**src/rtl/inst_fetch_queue_pkg.sv**
```systemverilog
// Shared opcode constants and fetch FSM state type for the instruction fetch queue.
package inst_fetch_queue_pkg;

  localparam logic [6:0] OP_JAL    = 7'b1101111;
  localparam logic [6:0] OP_JALR   = 7'b1100111;
  localparam logic [6:0] OP_BRANCH = 7'b1100011;

  typedef enum logic [1:0] {
    FETCH,
    WAIT_MEM,
    DROP
  } fetch_state_e;

endpackage

```
**src/rtl/inst_fetch_queue_fetch_predecode.sv**
```systemverilog
// Combinational control-flow predecode: classifies a fetched word and extracts J/B immediates.
module fetch_predecode
  import inst_fetch_queue_pkg::*;
(
  input  logic [31:0] inst_i,
  output logic        is_jal_o,
  output logic        is_br_o,
  output logic        is_jalr_o,
  output logic [31:0] imm_j_o,
  output logic [31:0] imm_b_o
);

  assign is_jal_o  = (inst_i[6:0] == OP_JAL);
  assign is_br_o   = (inst_i[6:0] == OP_BRANCH);
  assign is_jalr_o = (inst_i[6:0] == OP_JALR);

  assign imm_j_o = {{12{inst_i[31]}}, inst_i[19:12], inst_i[20], inst_i[30:21], 1'b0};
  assign imm_b_o = {{20{inst_i[31]}}, inst_i[7], inst_i[30:25], inst_i[11:8], 1'b0};

endmodule

```
**src/rtl/inst_fetch_queue.sv**
```systemverilog
// Instruction fetch unit: PC generation, icache lookup with memctrl fallback, BHT-guided
// predecode and a DEPTH-entry dispatch queue with stale-response drop after flush.
module inst_fetch_queue
  import inst_fetch_queue_pkg::*;
#(
  parameter int unsigned DEPTH     = 32,
  parameter int unsigned PTR_W     = $clog2(DEPTH),
  parameter int unsigned BHT_IDX_W = 12,
  parameter logic [31:0] RESET_PC  = 32'h0
) (
  input  logic                 clk,
  input  logic                 rst,
  input  logic                 rdy,
  input  logic                 flush,
  input  logic [31:0]          flush_pc,
  output logic [31:0]          ic_addr,
  input  logic                 ic_hit,
  input  logic [31:0]          ic_inst,
  output logic                 ic_fill_en,
  output logic [31:0]          ic_fill_addr,
  output logic [31:0]          ic_fill_data,
  output logic                 mem_req,
  output logic [31:0]          mem_addr,
  input  logic                 mem_ready,
  input  logic [31:0]          mem_inst,
  output logic [BHT_IDX_W-1:0] bht_idx,
  input  logic                 bht_taken,
  output logic                 dq_valid,
  input  logic                 dq_ready,
  output logic [31:0]          dq_inst,
  output logic [31:0]          dq_pc,
  output logic [31:0]          dq_pred_pc,
  output logic                 dq_pred_taken,
  output logic [PTR_W:0]       count
);

  fetch_state_e     state_q, state_d;
  logic [31:0]      pc_q, pc_d;
  logic [PTR_W-1:0] head_q, head_d, tail_q, tail_d;
  logic [PTR_W:0]   count_q, count_d;
  logic             mem_req_q, mem_req_d;
  logic [31:0]      mem_addr_q, mem_addr_d;

  logic [31:0] inst_q    [DEPTH];
  logic [31:0] pc_mem_q  [DEPTH];
  logic [31:0] pred_pc_q [DEPTH];
  logic        taken_q   [DEPTH];

  logic        push_en, pop_en, full;
  logic [31:0] push_word, pc_plus4, pred_pc, next_pc;
  logic        pred_taken;
  logic        is_jal, is_br, is_jalr;
  logic [31:0] imm_j, imm_b;

  // The pushed word comes from the icache in FETCH and from memctrl otherwise.
  assign push_word = (state_q == FETCH) ? ic_inst : mem_inst;
  assign full      = (count_q == (PTR_W + 1)'(DEPTH));
  assign dq_valid  = (count_q != '0);
  assign pc_plus4  = pc_q + 32'd4;

  fetch_predecode u_predecode (
    .inst_i    (push_word),
    .is_jal_o  (is_jal),
    .is_br_o   (is_br),
    .is_jalr_o (is_jalr),
    .imm_j_o   (imm_j),
    .imm_b_o   (imm_b)
  );

  always_comb begin
    pred_pc    = pc_plus4;
    pred_taken = 1'b0;
    unique case ({is_jal, is_br, is_jalr})
      3'b100: begin
        pred_pc    = pc_q + imm_j;
        pred_taken = 1'b1;
      end
      3'b010: begin
        pred_pc    = pc_q + imm_b;
        pred_taken = bht_taken;
      end
      default: begin
        pred_pc    = pc_plus4;
        pred_taken = 1'b0;
      end
    endcase
    next_pc = pred_taken ? pred_pc : pc_plus4;
  end

  always_comb begin
    state_d    = state_q;
    pc_d       = pc_q;
    head_d     = head_q;
    tail_d     = tail_q;
    count_d    = count_q;
    mem_req_d  = mem_req_q;
    mem_addr_d = mem_addr_q;
    push_en    = 1'b0;
    pop_en     = 1'b0;
    if (rdy) begin
      pop_en = dq_valid && dq_ready && !flush;
      unique case (state_q)
        FETCH: begin
          if (!flush && !full) begin
            if (ic_hit) begin
              push_en = 1'b1;
            end else begin
              mem_addr_d = pc_q;
              mem_req_d  = 1'b1;
              state_d    = WAIT_MEM;
            end
          end
        end
        WAIT_MEM: begin
          if (mem_ready) begin
            push_en   = !flush;
            mem_req_d = 1'b0;
            state_d   = FETCH;
          end else if (flush) begin
            state_d = DROP;
          end
        end
        DROP: begin
          if (mem_ready) begin
            mem_req_d = 1'b0;
            state_d   = FETCH;
          end
        end
        default: state_d = FETCH;
      endcase

      if (flush) begin
        head_d  = '0;
        tail_d  = '0;
        count_d = '0;
        pc_d    = flush_pc;
      end else begin
        if (push_en) begin
          pc_d   = next_pc;
          tail_d = tail_q + PTR_W'(1);
        end
        if (pop_en) begin
          head_d = head_q + PTR_W'(1);
        end
        unique case ({push_en, pop_en})
          2'b10:   count_d = count_q + (PTR_W + 1)'(1);
          2'b01:   count_d = count_q - (PTR_W + 1)'(1);
          default: count_d = count_q;
        endcase
      end
    end
  end

  always_ff @(posedge clk) begin
    if (rst) begin
      state_q    <= FETCH;
      pc_q       <= RESET_PC;
      head_q     <= '0;
      tail_q     <= '0;
      count_q    <= '0;
      mem_req_q  <= 1'b0;
      mem_addr_q <= '0;
    end else begin
      state_q    <= state_d;
      pc_q       <= pc_d;
      head_q     <= head_d;
      tail_q     <= tail_d;
      count_q    <= count_d;
      mem_req_q  <= mem_req_d;
      mem_addr_q <= mem_addr_d;
    end
  end

  always_ff @(posedge clk) begin
    if (push_en) begin
      inst_q[tail_q]    <= push_word;
      pc_mem_q[tail_q]  <= pc_q;
      pred_pc_q[tail_q] <= pred_pc;
      taken_q[tail_q]   <= pred_taken;
    end
  end

  // Fill on every memctrl response, including ones discarded after a flush.
  assign ic_fill_en   = rdy && mem_ready && (state_q != FETCH);
  assign ic_fill_addr = ic_fill_en ? mem_addr_q : '0;
  assign ic_fill_data = ic_fill_en ? mem_inst : '0;

  assign ic_addr  = pc_q;
  assign bht_idx  = pc_q[BHT_IDX_W+1:2];
  assign mem_req  = mem_req_q;
  assign mem_addr = mem_addr_q;
  assign count    = count_q;

  assign dq_inst       = dq_valid ? inst_q[head_q]    : '0;
  assign dq_pc         = dq_valid ? pc_mem_q[head_q]  : '0;
  assign dq_pred_pc    = dq_valid ? pred_pc_q[head_q] : '0;
  assign dq_pred_taken = dq_valid ? taken_q[head_q]   : 1'b0;

endmodule
```
**config.mk**
```make
export PLATFORM = sky130hd
export DESIGN_NAME = inst_fetch_queue
export DESIGN_NICKNAME = d
export VERILOG_FILES = /design/src/rtl/inst_fetch_queue_pkg.sv /design/src/rtl/inst_fetch_queue_fetch_predecode.sv /design/src/rtl/inst_fetch_queue.sv
export SDC_FILE = /design/constraint.sdc
export NUM_CORES = 2
export LEC_CHECK = 0
export CAP_MARGIN = 20
export CORE_ASPECT_RATIO = 1.1
export CORE_MARGIN = 3
export CORE_UTILIZATION = 49
export CTS_BUF_LIST = sky130_fd_sc_hd__clkbuf_8
export CTS_CLUSTER_SIZE = 14
export DETAILED_ROUTE_END_ITERATION = 7
export PLACE_DENSITY = 0.66
export SLEW_MARGIN = 40
export SYNTH_ARGS = -nofsm -noshare
export SYNTH_HDL_FRONTEND = slang
export SYNTH_SLANG_ARGS = --single-unit
export TNS_END_PERCENT = 1
```
**constraint.sdc**
```tcl
create_clock -name clk -period 8.06 [get_ports clk]
set_input_delay 1.612 -clock clk [delete_from_list [all_inputs] [get_ports clk]]
set_output_delay 1.612 -clock clk [all_outputs]
set_load 0.01 [all_outputs]
```
==> results by group <==
Global route
  – Number of global-route vias before repair: 64,500
  – Initial antenna violation count: 11
  – First-pass GRT wire length: 480 mm
  – Total grt overflow: 0
  – Total GRT Usage: 0.261
  – Largest net degree at the start of global routing: 103

Die
  – Rows: 192
  – Die area: 0.258 sq mm
  – Die W: 485 microns
  – Ports: 350
  – Die H: 533 microns
  – Core box area: 0.250 sq mm
  – Starting Density: 0.495

Clocking
  – Post-CTS Setup Inserts: 0
  – Clk pin slew, worst setup/hold paths: 0.06 ns
  – CTS tree: done
  – Cts bufs inserted: 475
  – Sink Count: 3,160
  – Hold-fix buffers at CTS: 0
  – Clock insertion delay at the later pin of the skew report: 1.06 ns
  – # resized after CTS: 0
  – # H-tree levels: 5
  – Clock root buffer: clkbuf_8
  – CTS max path bufs: 4

STA
  – Final period utilization: 0.821
  – RSZ-0062 raised after global routing: false
  – Final Max Tran Viols: 0
  – Final Skew: 0.0948 ns
  – Final hold violations: 0
  – Max_slew headroom: 0.411
  – Setup TNS: 0 ns
  – Hold_ws: 0.471 ns
  – Fmax: 151 MHz
  – Setup violation total in the final timing report: 0
  – Tmin final: 6.62 ns
  – Worst-Margin Slew: 0.881 ns

Worst setup path
  – Crit path kind: register to primary output
  – Reg2reg path depth: 17
  – Slowest cell on crit path: dfxtp_4
  – Crit-path cells: buf_12 > buf_12 > buf_4 > mux4_2 > mux4_2 > mux2i_1 > nor2_1 > clkdlybuf4s50_1
  – Startpoint types: register
  – Critical Path Sink Type: primary output
  – Crit path required time: 6.45 ns
  – CP peak stage delay: 0.70 ns
  – Critical Path AT: 5.00 ns
  – Crit-path max FO: 58

Synth
  – Synth top area share: 0.746
  – Mapped Nets: 5,660
  – Synth Instances: 5,510
  – Top FF cell, synth: edfxtp_1
  – Post-synth EDFFs: 3,072
  – Yosys Warn Count: 0
  – Largest area contributor in the netlist: edfxtp_1
  – Synth Register Bits: 3,160
  – Post-Syn Area: 0.124 sq mm
  – Top cells by area, synth: edfxtp_1 75%, mux4_2 17%, dfxtp_1 1.4%
  – Netlist cell types: 66
  – Mapped Avg Cell Area: 22.4 sq um
  – Ys async rst share: 0
  – Post-synthesis sequential area ratio: 0.760

Worst hold path
  – Worst Hold Class: register to register
  – Hold Crit Depth: 2

Layout
  – Final non-filler cell total: 9,950
  – Layout cell share with drive strength beyond 1: 0.288
  – Final Net Count: 6,406
  – Layout area overhead: 15.0%

Routing
  – Avg WL per Cell: 34.0 microns
  – Routed Wire Length: 338 mm
  – DR pass1 iterations: 8
  – DR vias: 62,700
  – Initial DRC count: 7,819
  – DRC: 0
  – Antenna-violating nets left: 0
  – Vias/cell: 6.30

Placement
  – Dpl hpwl: 180 mm
  – Final Wtd Congestion: 0.883
  – Placed cell count: 9,073
  – # port buffers: 349

Flow run
  – Maxcap violations: 0

Power
  – Leak: 44.0 nW
  – Peak VDD IR: 148 uV
  – Cell Pwr Density: 224 mW/mm^2

Run status
  – Status: finished clean
[power by group]
part           leakage [nW]  internal [mW]  switching, mW
sequential             28.8           18.2         0.0225
clock                  5.02           6.06           6.14
combinational          10.1          0.443          0.930
total                  44.0           24.7           7.09
[area by class of cell]
cell class	instances	area [sq um]
flip-flops and latches	3160	94000
clock inverters	379	2060
repair buffers	579	6340
well taps	3298	4130
multi-input cells	2022	28800
clock buffers	485	6680
fillers	18300	108000
inverters	18	68.8
diodes	9	22.5
[stage by stage]
step | power (mW) | utilization | cell area, sq um | worst slack [ns]
after floorplan | 19.3 | - | 124000 | 0.759
after global placement | 19.9 | 0.531 | 133000 | 0.713
after detailed placement | 20.0 | 0.534 | 133000 | 0.862
after CTS | 32.0 | 0.569 | 142000 | 1.29
after global routing | 32.8 | 0.569 | 142000 | 1.13
final | 31.8 | 0.569 | 142000 | 1.44
[cells in the final DEF, fill, tap and decap left out, drive strengths merged, types with 10 or more instances in the layout]
| master | instances |
|---|---|
| edfxtp | 3072 |
| mux4 | 960 |
| clkbuf | 485 |
| clkdlybuf4s50 | 347 |
| buf | 232 |
| nor2 | 220 |
| clkinv | 193 |
| inv | 181 |
| nand2 | 152 |
| a21oi | 113 |
| mux2i | 111 |
| dfxtp | 88 |
| and2 | 72 |
| o21ai | 49 |
| ha | 44 |
| mux2 | 43 |
| xor2 | 39 |
| xnor2 | 31 |
| nand3 | 24 |
| nand4 | 18 |
| o211ai | 15 |
| a21o | 14 |
| bufinv | 14 |
| a211oi | 11 |
| and3 | 11 |
| a31oi | 10 |
| nor3 | 10 |
[flip-flops by register name, summed over array words and instances, names as in the netlist, named ones only]
name	cells
count	6
head_q	5
ic_addr	32
inst_q	1024
mem_addr	32
mem_req	1
pc_mem_q	1024
pred_pc_q	992
state_q	2
tail_q	5
taken_q	32
[logic make-up (layout without fill, tap and decap cells)]
kind of cell / after synthesis / count (layout) / synth area share
adders and majority gates: 46 / 46 / 0.00478
and+or+nand+nor: 542 / 542 / 0.0199
buffers and inverters: 328 / 1461 / 0.0104
xor gates and xnor gates: 70 / 70 / 0.00496
DFF: 3160 / 3160 / 0.760
muxes: 1114 / 1114 / 0.188
other: 0 / 9 / 0
AOI/OAI and AO/OA: 250 / 250 / 0.0122
[layer usage]
metal / wire (microns) / up-vias / global-route usage
met5: 0 / - / 0
met4: 12900 / 0 / 0.0962
met3: 28500 / 592 / 0.0490
met2: 167000 / 3344 / 0.422
met1: 130000 / 33900 / 0.357
li1: - / 24800 / -
[path summary, 6_finish.rpt]
path                     start               end  slack [ns]
setup / recovery      register         dq_pc[23]        1.44
hold / removal    mem_addr[22]      mem_addr[22]        0.47
setup reg to reg    state_q[1]  pred_pc_q[2][31]        1.84
hold reg to reg   mem_addr[22]      mem_addr[22]        0.47
[cells in the mapped netlist (10+ instances only)]
library cell,n
edfxtp_1,3072
mux4_2,960
clkbuf_1,221
nor2_1,219
nand2_1,152
a21oi_1,113
mux2i_1,111
dfxtp_1,88
buf_1,73
and2_1,71
ha_1,44
mux2_2,43
o21ai_0,43
xor2_1,39
xnor2_1,31
nand3_1,23
nand4_1,18
inv_1,16
o211ai_1,15
a21o_1,14
buf_4,14
a211oi_1,11
and3_1,11
a31oi_1,10
nor3_1,10
[worst max-delay path: cells and delay by family, from the launching register on]
kind | cells | cell delay (ns)
buffers and inverters | 4 | 1.80
muxes | 3 | 1.25
DFF | 1 | 0.70
and+or+nand+nor | 1 | 0.10
Power figures use the tool's default switching activity.
